[src/rtl/game_flow_ctl.sv]
// game_flow_ctl: frame-synchronised game-flow controller for the penalty simulator.
// Sequences START -> SHOOTER (-> KEEPER) -> ... -> END screens, counts rounds and
// scores, and forces a miss when a shot is not resolved within TIMEOUT_FRAMES frames.
// Every screen change is first requested (pending + next_state) and only committed
// on a frame_start edge, so the display never switches mid-frame.
// The FSM state is exposed directly as screen_sel.
module game_flow_ctl #(
    parameter int ROUNDS         = 5,
    parameter int TIMEOUT_FRAMES = 600,
    parameter int SCORE_W        = 4,
    localparam int RW            = $clog2(ROUNDS + 1),
    localparam int TW            = $clog2(TIMEOUT_FRAMES + 1)
) (
    input  logic               clk,
    input  logic               rst,
    input  logic               left_clicked,
    input  logic               solo_enable,
    input  logic               frame_start,
    input  logic               result_valid,
    input  logic               result_goal,
    output logic [1:0]         screen_sel,
    output logic [SCORE_W-1:0] player_score,
    output logic [SCORE_W-1:0] opp_score,
    output logic [RW-1:0]      round_idx,
    output logic               solo_mode,
    output logic               game_won
);

    typedef enum logic [1:0] {
        ST_START   = 2'd0,
        ST_SHOOTER = 2'd1,
        ST_KEEPER  = 2'd2,
        ST_END     = 2'd3
    } state_t;

    localparam logic [SCORE_W-1:0] SCORE_MAX = '1;
    localparam logic [RW-1:0]      ROUNDS_L  = RW'(ROUNDS);
    localparam logic [TW-1:0]      TMO_LAST  = TW'(TIMEOUT_FRAMES - 1);

    state_t        state;
    state_t        next_state;
    logic          pending;
    logic          click_q;
    logic [TW-1:0] tmo_cnt;

    logic          click_rise;
    logic          in_play;
    logic          tmo_hit;
    logic          resolve;
    logic          shot_goal;
    logic [RW-1:0] round_inc;
    logic          round_done;

    // Decode click edges, shot resolution (result beats timeout) and round completion.
    always_comb begin
        click_rise = left_clicked & ~click_q;
        in_play    = (state == ST_SHOOTER) || (state == ST_KEEPER);
        tmo_hit    = in_play && !pending && frame_start && (tmo_cnt == TMO_LAST);
        resolve    = in_play && !pending && (result_valid || tmo_hit);
        shot_goal  = result_valid ? result_goal : 1'b0;
        round_inc  = round_idx + 1'b1;
        round_done = (round_inc == ROUNDS_L);
    end

    // Single FSM: request changes while idle, commit them on the next frame_start.
    always_ff @(posedge clk) begin
        if (rst) begin
            state        <= ST_START;
            next_state   <= ST_START;
            pending      <= 1'b0;
            click_q      <= 1'b0;
            tmo_cnt      <= '0;
            player_score <= '0;
            opp_score    <= '0;
            round_idx    <= '0;
            solo_mode    <= 1'b0;
            game_won     <= 1'b0;
        end else begin
            click_q <= left_clicked;
            if (pending) begin
                // Inputs are ignored until the requested change has been committed.
                if (frame_start) begin
                    state    <= next_state;
                    pending  <= 1'b0;
                    tmo_cnt  <= '0;
                    game_won <= (next_state == ST_END) && (player_score > opp_score);
                    // Scores stay on screen in START and clear only when a new game begins.
                    if (state == ST_START && next_state == ST_SHOOTER) begin
                        player_score <= '0;
                        opp_score    <= '0;
                        round_idx    <= '0;
                    end
                end
            end else begin
                case (state)
                    ST_START: begin
                        if (click_rise) begin
                            solo_mode  <= solo_enable;
                            next_state <= ST_SHOOTER;
                            pending    <= 1'b1;
                        end
                    end
                    ST_SHOOTER: begin
                        if (resolve) begin
                            tmo_cnt <= '0;
                            pending <= 1'b1;
                            if (shot_goal && player_score != SCORE_MAX)
                                player_score <= player_score + 1'b1;
                            if (solo_mode) begin
                                round_idx  <= round_inc;
                                next_state <= round_done ? ST_END : ST_SHOOTER;
                            end else begin
                                next_state <= ST_KEEPER;
                            end
                        end else if (frame_start) begin
                            tmo_cnt <= tmo_cnt + 1'b1;
                        end
                    end
                    ST_KEEPER: begin
                        if (resolve) begin
                            tmo_cnt    <= '0;
                            pending    <= 1'b1;
                            round_idx  <= round_inc;
                            next_state <= round_done ? ST_END : ST_SHOOTER;
                            if (shot_goal && opp_score != SCORE_MAX)
                                opp_score <= opp_score + 1'b1;
                        end else if (frame_start) begin
                            tmo_cnt <= tmo_cnt + 1'b1;
                        end
                    end
                    default: begin
                        if (click_rise) begin
                            next_state <= ST_START;
                            pending    <= 1'b1;
                        end
                    end
                endcase
            end
        end
    end

    assign screen_sel = state;

endmodule

[config.mk]
export PLATFORM = sky130hd
export DESIGN_NAME = game_flow_ctl
export DESIGN_NICKNAME = d
export VERILOG_FILES = /design/src/rtl/game_flow_ctl.sv
export SDC_FILE = /design/constraint.sdc
export NUM_CORES = 1
export LEC_CHECK = 0
export ABC_AREA = 1
export BUFFER_PORTS_ARGS = -buffer_cell sky130_fd_sc_hd__buf_4
export CORE_ASPECT_RATIO = 1.5
export CORE_MARGIN = 2
export CORE_UTILIZATION = 50
export DETAILED_ROUTE_END_ITERATION = 8
export PLACE_DENSITY = 0.73
export SYNTH_ARGS = -nofsm -noshare
export SYNTH_HDL_FRONTEND = slang
export SYNTH_SLANG_ARGS = --single-unit
[constraint.sdc]
create_clock -name clk -period 1.8 [get_ports clk]
set_input_delay 0.09 -clock clk [delete_from_list [all_inputs] [get_ports clk]]
set_output_delay 0.09 -clock clk [all_outputs]
set_load 0.02 [all_outputs]
; Word-level counts from Yosys, hierarchy flattened
; Cells that the tools add are included.
; W data, S select, Z words.
[word_totals]
reg_bits = 29
inputBits = 7
wordCells = 98
[op_classes]
n_addsub = 4
order_cmp = 1
n_eq_ne = 16
n_mux = 35
n_bitwise = 3
reduce_logical = 29
[op_table]
columns = operator, n
row1 = $mux W10, 5
row2 = $mux W4, 10
row3 = $mux W3, 6
row4 = $reduce_and A5 Y1, 3
row5 = $reduce_bool A2 Y1, 7
row6 = $mux W2, 6
row7 = $add A10 B1 Y10 const B, 1
row8 = $eq A10 B10 Y1 const B, 1
row9 = $ne A3 B3 Y1 const B, 3
row10 = $add A4 B1 Y4 const B, 2
row11 = $logic_and A1 B1 Y1, 8
row12 = $ne A2 B2 Y1 const B, 4
row13 = $ne A4 B4 Y1 const B, 2
row14 = $mux W1, 6
row15 = $pmux W2 S3, 1
row16 = $pmux W3 S2, 1
row17 = $reduce_and A3 Y1, 2
row18 = $reduce_and A6 Y1, 1
row19 = $reduce_bool A3 Y1, 2
row20 = $eq A2 B1 Y1 const B, 2
row21 = $eq A2 B2 Y1 const B, 2
row22 = $gt A4 B4 Y1, 1
row23 = $add A3 B1 Y3 const B, 1
row24 = $eq A3 B3 Y1 const B, 1
row25 = 8 further kinds, 10

; Logic depth before layout (Yosys ltp)
; Gate-level depths: netlist of the first run.
[logic_depth]
word_depth = 10
depth_mapped = 11
ltp_nobuf = 11

; Least setup slack after synthesis of the first run
; Ideal clock, no wire load.
[synth_path]
kind = register to register
start = register state[0] (netlist: screen_sel[0])
end = register tmo_cnt[7]
arrival_time_ps = 1677
required_ps = 1741
setup_slack_ps = 63
stages_incl_launch_ff = 10
path_buffers = 0
synth_period_minus_slack_ps = 1737
cell_sequence = dfxtp_1 > inv_1 > ha_1 > nand2_2 > o21bai_1 > nand2_2 > inv_2 > nand3_1 > o21ai_0 > and3_1
[synth_between]
elab_chain_len = 10
[synth_lines]
columns = element, line
row1 = start: declaration, 40  ; state_t state;
row2 = start signal: assignment, 83  ; state <= next_state;
row3 = $eq A2 B1 Y1 / $eq A2 B2 Y1 (equally long branches), "57, 95"
row4 = $logic_or A1 B1 Y1, 57  ; in_play = (state == ST_SHOOTER) || (state == ST_KEEPER);
row5 = $logic_and A1 B1 Y1, "58, 59"
row6 = $logic_and A1 B1 Y1 (2 in series), 58  ; tmo_hit = in_play && !pending && frame_start && (tmo_cnt == TMO_LAST);
row7 = $logic_or A1 B1 Y1, 59  ; resolve = in_play && !pending && (result_valid || tmo_hit);
row8 = $logic_and A1 B1 Y1, 59
row9 = $mux W10, 120  ; if (resolve) begin
row10 = $mux W10, -
row11 = $mux W10, 80  ; if (pending) begin
row12 = end signal: assignment, 116  ; tmo_cnt <= tmo_cnt + 1'b1;
row13 = end signal: assignment, 128  ; tmo_cnt <= tmo_cnt + 1'b1;
row14 = end: declaration, 44  ; logic [TW-1:0] tmo_cnt;
; Several ways; a longest one is shown, not always the timed one. The select of a mux whose other input is x is not followed.
; A chain may end at the register's enable or synchronous reset.

; Worst setup path after layout of the first run
[layout_path]
start = register state[1] (netlist: screen_sel[1])
end = register tmo_cnt[9]
; Same word-level chain as after synthesis.

==> results_dict.tcl, run 1 <==
set metrics [dict create \
    die_y_um 77.3 \
    grt_max_degree 16 \
    r2r-end "tmo_cnt[9]" \
    viasPerCell 5.14 \
    internal_power_mw 1.05 \
    synthesis.area_um2 1790 \
    finalCritPeriodShare_pct 93.0 \
    wl_um 4020 \
    power_frac_clock_pct 33.8 \
    worstPathCellList "inv_1 -> ha_4 -> nand2_2 -> o21bai_1 -> nand2_2 -> buf_4 -> nor2_4 -> nand3_1 -> a21oi_1" \
    synth_nets 279 \
    yosysSeqAreaShare_pct 32.4 \
    clk_pin_slew_ns 0.06 \
    synth_top_area_cell "dfxtp_1" \
    num_vias 1711 \
    ys_ff_latch 29 \
    relSlewSlack_pct 70.5 \
    place_hpwl_um 3000 \
    worst_r2r_path_depth 9 \
    cp_common_cell "nand2_2" \
    r2r_start "screen_sel[1]" \
    cts_hold_buf 0 \
    synth_cell_types 33 \
    syn2layout_area_growth_pct 19.4 \
    grt_pass1_wl_um 6490 \
    ys_top_cells_by_area "dfxtp_1, nand2_1, ha_1" \
    path_class "register to register" \
    crit_buf_inv 2 \
    drt_iter0_drc 61 \
    clk_path_buf_depth 2 \
    hp-start "left_clicked" \
    grt_usage_pct 21.3 \
    min_to "click_q" \
    synthesis.area_per_instance_um2 6.92 \
    antenna_cells 0 \
    p_seq_share_pct 45.9 \
    min_path_type "input port to register" \
    final_util_pct 62.6 \
    hold_viol 0 \
    critPathTopFamily "simple AND/OR/NAND/NOR gates" \
    cp.arrival_ns 1.89 \
    critPathMaxFanout 6 \
    cp.required_ns 2.01 \
    postRouteAntennaNets 0 \
    drc 0 \
    grt_antenna_before_repair 0 \
    cts_tree "built" \
    cts-root-buf "clkbuf_8" \
    die_w_um 52.9 \
    power_mw 1.51 \
    first_pass_iters 4 \
    max_freq_mhz 597 \
    finalWeightedCongestion 0.833 \
    boundaryPins 22 \
    drive_gt1_share_pct 19.9 \
    insertion_delay_ns 0.28 \
    initial_core_util_pct 52.5 \
    worst_pin_slew_ns 0.441 \
    numPortBuffers 21 \
    netlist_instances 259 \
    status "completed" \
    p_comb_share_pct 20.3 \
    crit_path_max_incr_delay_ns 0.35 \
    core_area_um2 3420 \
    power_density_nw_per_um2 705 \
    synth_top_area_share_pct 32.4 \
    critical_path.slowest_cell "dfxtp_2" \
    skew_ns 0.00226 \
    switching_power_mw 0.455 \
    cts_sinks 29 \
    finalWorstSetupSlack_ns 0.126 \
    grt_pass1_vias 1589 \
    post-place-ws_ns 0.0515 \
    dieArea_um2 4090 \
    ys_warn_count 0 \
    layout_min_cycle_time_ns 1.67 \
    setup_viol 0 \
    layout.nets 310 \
    wire_per_inst_um 12.1 \
    p_leak_nw 0.960 \
    cts_buffers 5 \
    switching_share_pct 30.2 \
    cts_max_level 2 \
    worst-r2r-setup-slack_ns 0.13 \
    rows 26 \
    hold_path_depth 3 \
    startpoint_type "register" \
    drv_slew 0 \
    cap_viol_max_count 0 \
    setup.worst_path.end_class "register" \
    ir_worst_vdd_v 0.000630 \
    overflow 0 \
]
==> flip-flops by register name, summed over array words and instances (netlist names) <==
signal / flops
player_score: 4
next_state: 2
pending: 1
tmo_cnt: 10
game_won: 1
screen_sel: 2
click_q: 1
opp_score: 4
solo_mode: 1
round_idx: 3
==> area by class of cell <==
type / count / area (um^2)
Multi-Input combinational cell: 189 / 1070
Timing Repair Buffer: 28 / 210
Tap cell: 42 / 52.6
Sequential cell: 29 / 582
Fill cell: 324 / 1280
Clock buffer: 6 / 72.6
Inverter: 37 / 139
Clock inverter: 2 / 10.0
==> metrics by stage <==
step	area (um^2)	hold WS (ns)	std cells	setup TNS, ns
6_report	2140	0.0326	333	0
5_1_grt	2140	0.0394	333	-0.0391
4_1_cts	2090	0.0205	330	0
3_5_place_dp	2000	0.314	322	0
2_1_floorplan	1790	0.159	259	0
3_3_place_gp	2000	0.309	322	0
==> cell usage in the layout, fill, tap and decap left out, types with 2 or more instances in the layout <==
cell type and instances:
inv_2 4, dfxtp_1 28, nand2_4 2, nor3_1 5
clkinv_2 2, o21ai_1 3, a21oi_1 21, ha_1 12
buf_4 28, nand4_1 4, nor2_1 31, nand3_1 18
nand2_2 7, xor2_1 4, inv_1 33, o21ai_0 16
nor2_4 3, clkbuf_8 5, nand2_1 48
==> worst min-delay path: cells and delay by family <==
kind | cells | cell delay (ns)
buffers and inverters | 2 | 0.11
and+or+nand+nor | 1 | 0.07
==> routing by layer <==
metal  global-route usage, %  vias to the layer above  wire length, um  part of all wire, %
li1                        -                      910                -                    -
met1                    23.5                      753             1650                   41
met2                    35.9                       40             2130                   53
met3                    5.25                        8              173                  4.3
met4                    11.5                        0               69                  1.7
met5                       0                        -                0                    0
==> power groups by stage <==
| stage | sequential (mW) | combinational [mW] | clock (mW) |
|---|---|---|---|
| 2_1_floorplan | 0.718 | 0.189 | 0 |
| 3_3_place_gp | 0.706 | 0.281 | 0 |
| 3_5_place_dp | 0.705 | 0.284 | 0 |
| 4_1_cts | 0.691 | 0.285 | 0.532 |
| 5_1_grt | 0.696 | 0.340 | 0.552 |
| 6_report | 0.692 | 0.306 | 0.510 |
==> kinds of logic (layout without fill, tap and decap cells) <==
| family | after synthesis | after routing | synth area share (%) |
|---|---|---|---|
| adder cells (fa/ha/maj) | 13 | 13 | 9.08 |
| AO/OA/AOI/OAI | 48 | 48 | 15.2 |
| flip-flops | 29 | 29 | 32.4 |
| AND/OR/NAND/NOR | 124 | 124 | 32.1 |
| buffers and inverters | 41 | 73 | 9.29 |
| XOR/XNOR | 4 | 4 | 1.96 |
==> what timing repair did <==
action / 4_1_cts / 5_1_grt
endpoints found under the setup margin: 0 / 11
buffers inserted: 0 / 3
resized for setup: 0 / 7
==> how the worst max path moves through the flow <==
stage / start / cells after the start / to
3_3_place_gp: screen_sel[1] / 9 / tmo_cnt[7]
3_5_place_dp: screen_sel[1] / 9 / tmo_cnt[7]
5_1_grt: screen_sel[1] / 9 / tmo_cnt[9]
6_report: screen_sel[1] / 9 / tmo_cnt[9]
4_1_cts: screen_sel[1] / 9 / tmo_cnt[7]
2_1_floorplan: screen_sel[0] / 9 / tmo_cnt[7]
==> cell usage after synthesis <==
cell	number
nand2_1	50
inv_1	33
nor2_1	31
dfxtp_1	29
a21oi_1	22
nand3_1	18
o21ai_0	17
ha_1	13
nand2_2	5
nor3_1	5
inv_2	4
nand4_1	4
xor2_1	4
nor2_4	3
nand2_4	2
o21ai_1	2
a21boi_4	1
a21oi_2	1
a22oi_1	1
a31oi_1	1
a32o_1	1
and3_1	1
buf_2	1
buf_6	1
clkbuf_1	1
clkbuf_4	1
nand3b_1	1
nor3_2	1
nor3b_1	1
nor4_1	1
o21a_1	1
o21bai_1	1
or2_2	1
(Power assumes the default switching activity.)
==> inputs of run 2 (changes only) <==
--- a/config.mk
+++ b/config.mk
@@ -7,11 +7,14 @@
 export LEC_CHECK = 0
 export ABC_AREA = 1
 export BUFFER_PORTS_ARGS = -buffer_cell sky130_fd_sc_hd__buf_4
+export CELL_PAD_IN_SITES_DETAIL_PLACEMENT = 1
+export CELL_PAD_IN_SITES_GLOBAL_PLACEMENT = 1
 export CORE_ASPECT_RATIO = 1.5
 export CORE_MARGIN = 2
-export CORE_UTILIZATION = 50
+export CORE_UTILIZATION = 41
 export DETAILED_ROUTE_END_ITERATION = 8
-export PLACE_DENSITY = 0.73
+export PLACE_DENSITY = 0.82
+export RECOVER_POWER = 50
 export SYNTH_ARGS = -nofsm -noshare
 export SYNTH_HDL_FRONTEND = slang
 export SYNTH_SLANG_ARGS = --single-unit
==> run 2 against run 1 <==
Against the previous run:
- clock skew hardly changed
- first-iteration DRC count down 25%
- core utilization shrank 12 points
- global-route usage grew 0.73 points
- hold slack worse by 0.0044 ns
- combinational power grew 7.5%
- final area is 0.53% higher
- sequential power is essentially flat
- power up 4.9%
- sequential share of layout area decreased by 0.084 points
- routed wire length grew 30%
- largest power group unchanged
==> results_dict.tcl, run 2 (same netlist as run 1, synthesis figures left out) <==
set metrics [dict create \
    antenna_cells 0 \
    layout_min_cycle_time_ns 1.67 \
    wl_um 5230 \
    min_path_type "input port to register" \
    final_common_cell "nand2_1" \
    syn2layout_area_growth_pct 20.0 \
    top_regs "tmo_cnt: 10 flops, opp_score: 4 flops, player_score: 4 flops" \
    finalSetupTns_ns 0 \
    drive_gt1_share_pct 16.3 \
    ir_worst_vdd_v 0.000404 \
    finalCritPeriodShare_pct 92.7 \
    cts_buffers 5 \
    cts_tree "built" \
    overflow 0 \
    boundaryPins 22 \
    place_hpwl_um 3780 \
    layout.nets 315 \
    core_area_um2 4210 \
    cts_max_level 2 \
    worst-r2r-setup-slack_ns 0.13 \
    grt_antenna_before_repair 0 \
    die_y_um 85.0 \
    worst_r2r_path_depth 9 \
    cts-root-buf "clkbuf_8" \
    worst_pin_slew_ns 0.307 \
    postRouteAntennaNets 0 \
    num_vias 1845 \
    rows 29 \
    wire_per_inst_um 15.3 \
    skew_ns 0.00268 \
    die_w_um 58.0 \
    power_density_nw_per_um2 735 \
    setup.worst_path.end_class "register" \
    drc 0 \
    cp.arrival_ns 1.84 \
    drv_slew 0 \
    p_leak_nw 0.936 \
    insertion_delay_ns 0.28 \
    cts_sinks 29 \
    final_cell_mix "nand2_1, inv_1, nor2_1" \
    r2r_start "screen_sel[1]" \
    top_register "tmo_cnt" \
    largest_reg_flops 10 \
    path_class "register to register" \
    grt_pass1_vias 1893 \
    critPathMaxFanout 8 \
    clk_path_buf_depth 2 \
    status "completed" \
    stdcell_count 341 \
    nFillCells 563 \
    grt_pass1_wl_um 8420 \
    initial_core_util_pct 42.6 \
    setup_viol 0 \
    hold_viol 0 \
    drt_iter0_drc 46 \
    crit_end "player_score[2]" \
    relSlewSlack_pct 79.4 \
    first_pass_iters 4 \
    cap_viol_max_count 0 \
    r2r-end "player_score[2]" \
    grt_usage_pct 22.0 \
    startpoint "screen_sel[1]" \
    finalWeightedCongestion 0.837 \
    dieArea_um2 4930 \
    clk_pin_slew_ns 0.06 \
    viasPerCell 5.41 \
    cp.required_ns 1.97 \
    max_freq_mhz 600 \
    placed_cells 328 \
    grt_max_degree 16 \
    numPortBuffers 21 \
    startpoint_type "register" \
]
==> run 2: metrics by stage <==
step | utilization (%) | area [um^2] | setup slack [ns] | hold slack, ns | total power [mW]
finish | 51.1 | 2150 | 0.132 | 0.0282 | 1.58
global route | 51.1 | 2150 | -0.0138 | 0.0462 | 1.65
CTS | 50.1 | 2110 | 0.0206 | 0.0319 | 1.56
detailed placement | 48.1 | 2020 | 0.0489 | 0.326 | 1.01
global placement | 48.1 | 2020 | 0.151 | 0.319 | 0.998
floorplan | - | 1790 | 0.0634 | 0.159 | 0.907
==> run 2: routing by layer <==
metal	vias up	track usage (%)	share of wire (%)
met3	9	3.20	2.5
met5	-	0	0
met2	34	41.3	57
met1	890	23.7	38
li1	912	-	-
met4	0	9.30	2.2
==> run 2: power breakdown <==
part	switching, mW	internal [mW]	total [mW]
registers	0.0265	0.668	0.695
logic	0.213	0.116	0.329
clock network	0.255	0.303	0.558
total	0.495	1.09	1.58
==> run 2: area by class of cell <==
class,count,area [um^2],area share [%]
Inverter,37,139,6.46
Clock buffer,7,86.3,4.01
Tap cell,46,57.6,2.68
Timing Repair Buffer,32,188,8.73
Multi-Input combinational cell,190,1100,51.0
Sequential cell,29,583,27.1
==> run 2: worst min path at each step <==
stage / start / to / depth (start not counted)
final: left_clicked / click_q / 3
after global routing: left_clicked / click_q / 3
after CTS: left_clicked / click_q / 3
after detailed placement: left_clicked / click_q / 3
after global placement: left_clicked / click_q / 3
after floorplan: rst / tmo_cnt[9] / 1
==> run 2: worst max-delay path, stage by stage, from the launching register on <==
cell     delay (ns)
dfxtp_2        0.35
inv_1          0.07
ha_1           0.32
nand2_2        0.10
inv_1          0.14
nand2_4        0.13
nand2_8        0.12
nand2_1        0.12
o21ai_1        0.16
nor2_1         0.06
==> run 2: what timing repair did <==
action                                  CTS  global route
endpoints found under the setup margin    0            20
setup buffers                             0             5
hold buffers                              0             0
gates resized for setup                   0            12
==> inputs of run 3 (changes only) <==
--- a/config.mk
+++ b/config.mk
@@ -11,9 +11,9 @@
 export CELL_PAD_IN_SITES_GLOBAL_PLACEMENT = 1
 export CORE_ASPECT_RATIO = 1.5
 export CORE_MARGIN = 2
-export CORE_UTILIZATION = 41
+export CORE_UTILIZATION = 30
 export DETAILED_ROUTE_END_ITERATION = 8
-export PLACE_DENSITY = 0.82
+export PLACE_DENSITY = 0.64
 export RECOVER_POWER = 50
 export SYNTH_ARGS = -nofsm -noshare
 export SYNTH_HDL_FRONTEND = slang
==> run 3 against run 2 <==
Against the previous run:
- sequential cell count stayed put
- register-to-register slack hardly changed
- combinational power is 1% lower
- core utilization is 12 points lower
- maximum frequency is 0.88% higher
- largest cell class unchanged
- via count is 3.8% lower
- sequential share of layout area is 1.1 points lower
- critical path depth stayed put
==> results_dict.tcl, run 3 (same netlist as run 1, synthesis figures left out) <==
set metrics [dict create \
    skew_ns 0.00332 \
    drt_iter0_drc 48 \
    insertion_delay_ns 0.29 \
    wl_um 4880 \
    grt_antenna_before_repair 0 \
    hold_viol 0 \
    die_w_um 67.1 \
    relSlewSlack_pct 79.7 \
    startpoint_type "register" \
    power_density_nw_per_um2 728 \
    rows 34 \
    max_freq_mhz 605 \
    p_comb_share_pct 19.9 \
    top_register "tmo_cnt" \
    clk_path_buf_depth 2 \
    grt_pass1_vias 1857 \
    wire_per_inst_um 13.2 \
    num_vias 1775 \
    finalSetupTns_ns 0 \
    layout.nets 315 \
    numPortBuffers 21 \
    core_area_um2 5790 \
    cts_hold_buf 0 \
    nFillCells 773 \
    viasPerCell 4.82 \
    worst_pin_slew_ns 0.304 \
    status "completed" \
    post-place-ws_ns 0.0407 \
    internal_power_mw 1.14 \
    switching_power_mw 0.492 \
    path_class "register to register" \
    critPathMaxFanout 8 \
    cts_sinks 29 \
    min_path_type "input port to register" \
    finalCritPeriodShare_pct 91.9 \
    power_frac_clock_pct 37.5 \
    antenna_cells 0 \
    grt_max_degree 16 \
    boundaryPins 22 \
    largest_reg_flops 10 \
    cts_max_level 2 \
    cts-root-buf "clkbuf_8" \
    p_seq_share_pct 42.6 \
    grt_pass1_wl_um 8360 \
    cp.required_ns 2.02 \
    final_common_cell "nand2_1" \
    layout_min_cycle_time_ns 1.65 \
    postRouteAntennaNets 0 \
    cts_buffers 5 \
    top_regs "tmo_cnt: 10 flops, opp_score: 4 flops, player_score: 4 flops" \
    finalWeightedCongestion 0.801 \
    setup.worst_path.end_class "register" \
    place_hpwl_um 3820 \
    cp.arrival_ns 1.88 \
    ir_worst_vdd_v 0.000244 \
    setup_viol 0 \
    dieArea_um2 6620 \
    finalWorstSetupSlack_ns 0.147 \
    clk_pin_slew_ns 0.07 \
    initial_core_util_pct 31.0 \
    switching_share_pct 30.2 \
    first_pass_iters 4 \
    overflow 0 \
    drive_gt1_share_pct 21.6 \
    cap_viol_max_count 0 \
    drc 0 \
    die_y_um 98.7 \
    p_leak_nw 0.998 \
    syn2layout_area_growth_pct 25.1 \
    final_cell_mix "nand2_1, inv_1, nor2_1, buf_4, dfxtp_1" \
    grt_usage_pct 16.5 \
    cts_tree "built" \
    drv_slew 0 \
    rsz0062_at_grt "true" \
]
## run 3: cell count changes in the layout (fill, tap and decap cells not counted), moves of 2 or more
cell      before  now
nand2_1       50   48
clkbuf_1      15    1
nand2_2        5    7
buf_4         18   31
## run 3: critical path, stage by stage, from the launching register on
cell and delay (ns):
dfxtp_2 0.35, inv_1 0.07, ha_1 0.32, nand2_2 0.07, o21bai_1 0.15, nand2_2 0.12, buf_12 0.15, nor2_4 0.15
nand3_1 0.09, a21oi_1 0.12
## run 3: repair_timing
| item | CTS | global route |
|---|---|---|
| setup endpoints to repair | 0 | 18 |
| resized for setup | 0 | 8 |
| buffers inserted | 0 | 4 |
## run 3: final timing paths
check	end	slack (ns)	cells after the start	from
max	tmo_cnt[9]	0.15	9	screen_sel[1]
max reg2reg	tmo_cnt[9]	0.15	9	screen_sel[1]
min reg2reg	game_won	0.48	1	game_won
min	click_q	0.02	3	left_clicked
## run 3: metal layers
metal,vias up,track usage (%),part of all wire (%)
met5,-,0,0
met4,0,6.59,1.8
met3,7,2.74,2.6
met2,25,29.6,51
met1,828,18.7,45
li1,915,-,-
## run 3: cell type report
class / instances / area [um^2] / area share (%)
Multi-Input combinational cell: 189 / 1070 / 47.8
Timing Repair Buffer: 33 / 256 / 11.4
Sequential cell: 29 / 583 / 26.0
Tap cell: 72 / 90.1 / 4.02
Clock inverter: 1 / 5.00 / 0.223
Clock buffer: 7 / 96.3 / 4.30
Inverter: 37 / 139 / 6.19
## run 3: per-stage QoR
stage | util (%) | hold WS (ns) | cell area [um^2] | power [mW] | cells
final | 38.8 | 0.0217 | 2240 | 1.63 | 368
after global routing | 38.8 | 0.0623 | 2240 | 1.72 | 368
after CTS | 37.6 | 0.0141 | 2170 | 1.63 | 364
after detailed placement | 35.8 | 0.314 | 2070 | 1.01 | 356
after global placement | 35.8 | 0.309 | 2070 | 1.01 | 356
after floorplan | - | 0.159 | 1790 | 0.907 | 259
## run 3: power groups by stage
stage	registers, mW	clock network (mW)	logic (mW)
floorplan	0.718	0	0.189
global placement	0.709	0	0.297
detailed placement	0.709	0	0.301
CTS	0.695	0.632	0.302
global route	0.700	0.657	0.367
finish	0.695	0.612	0.325
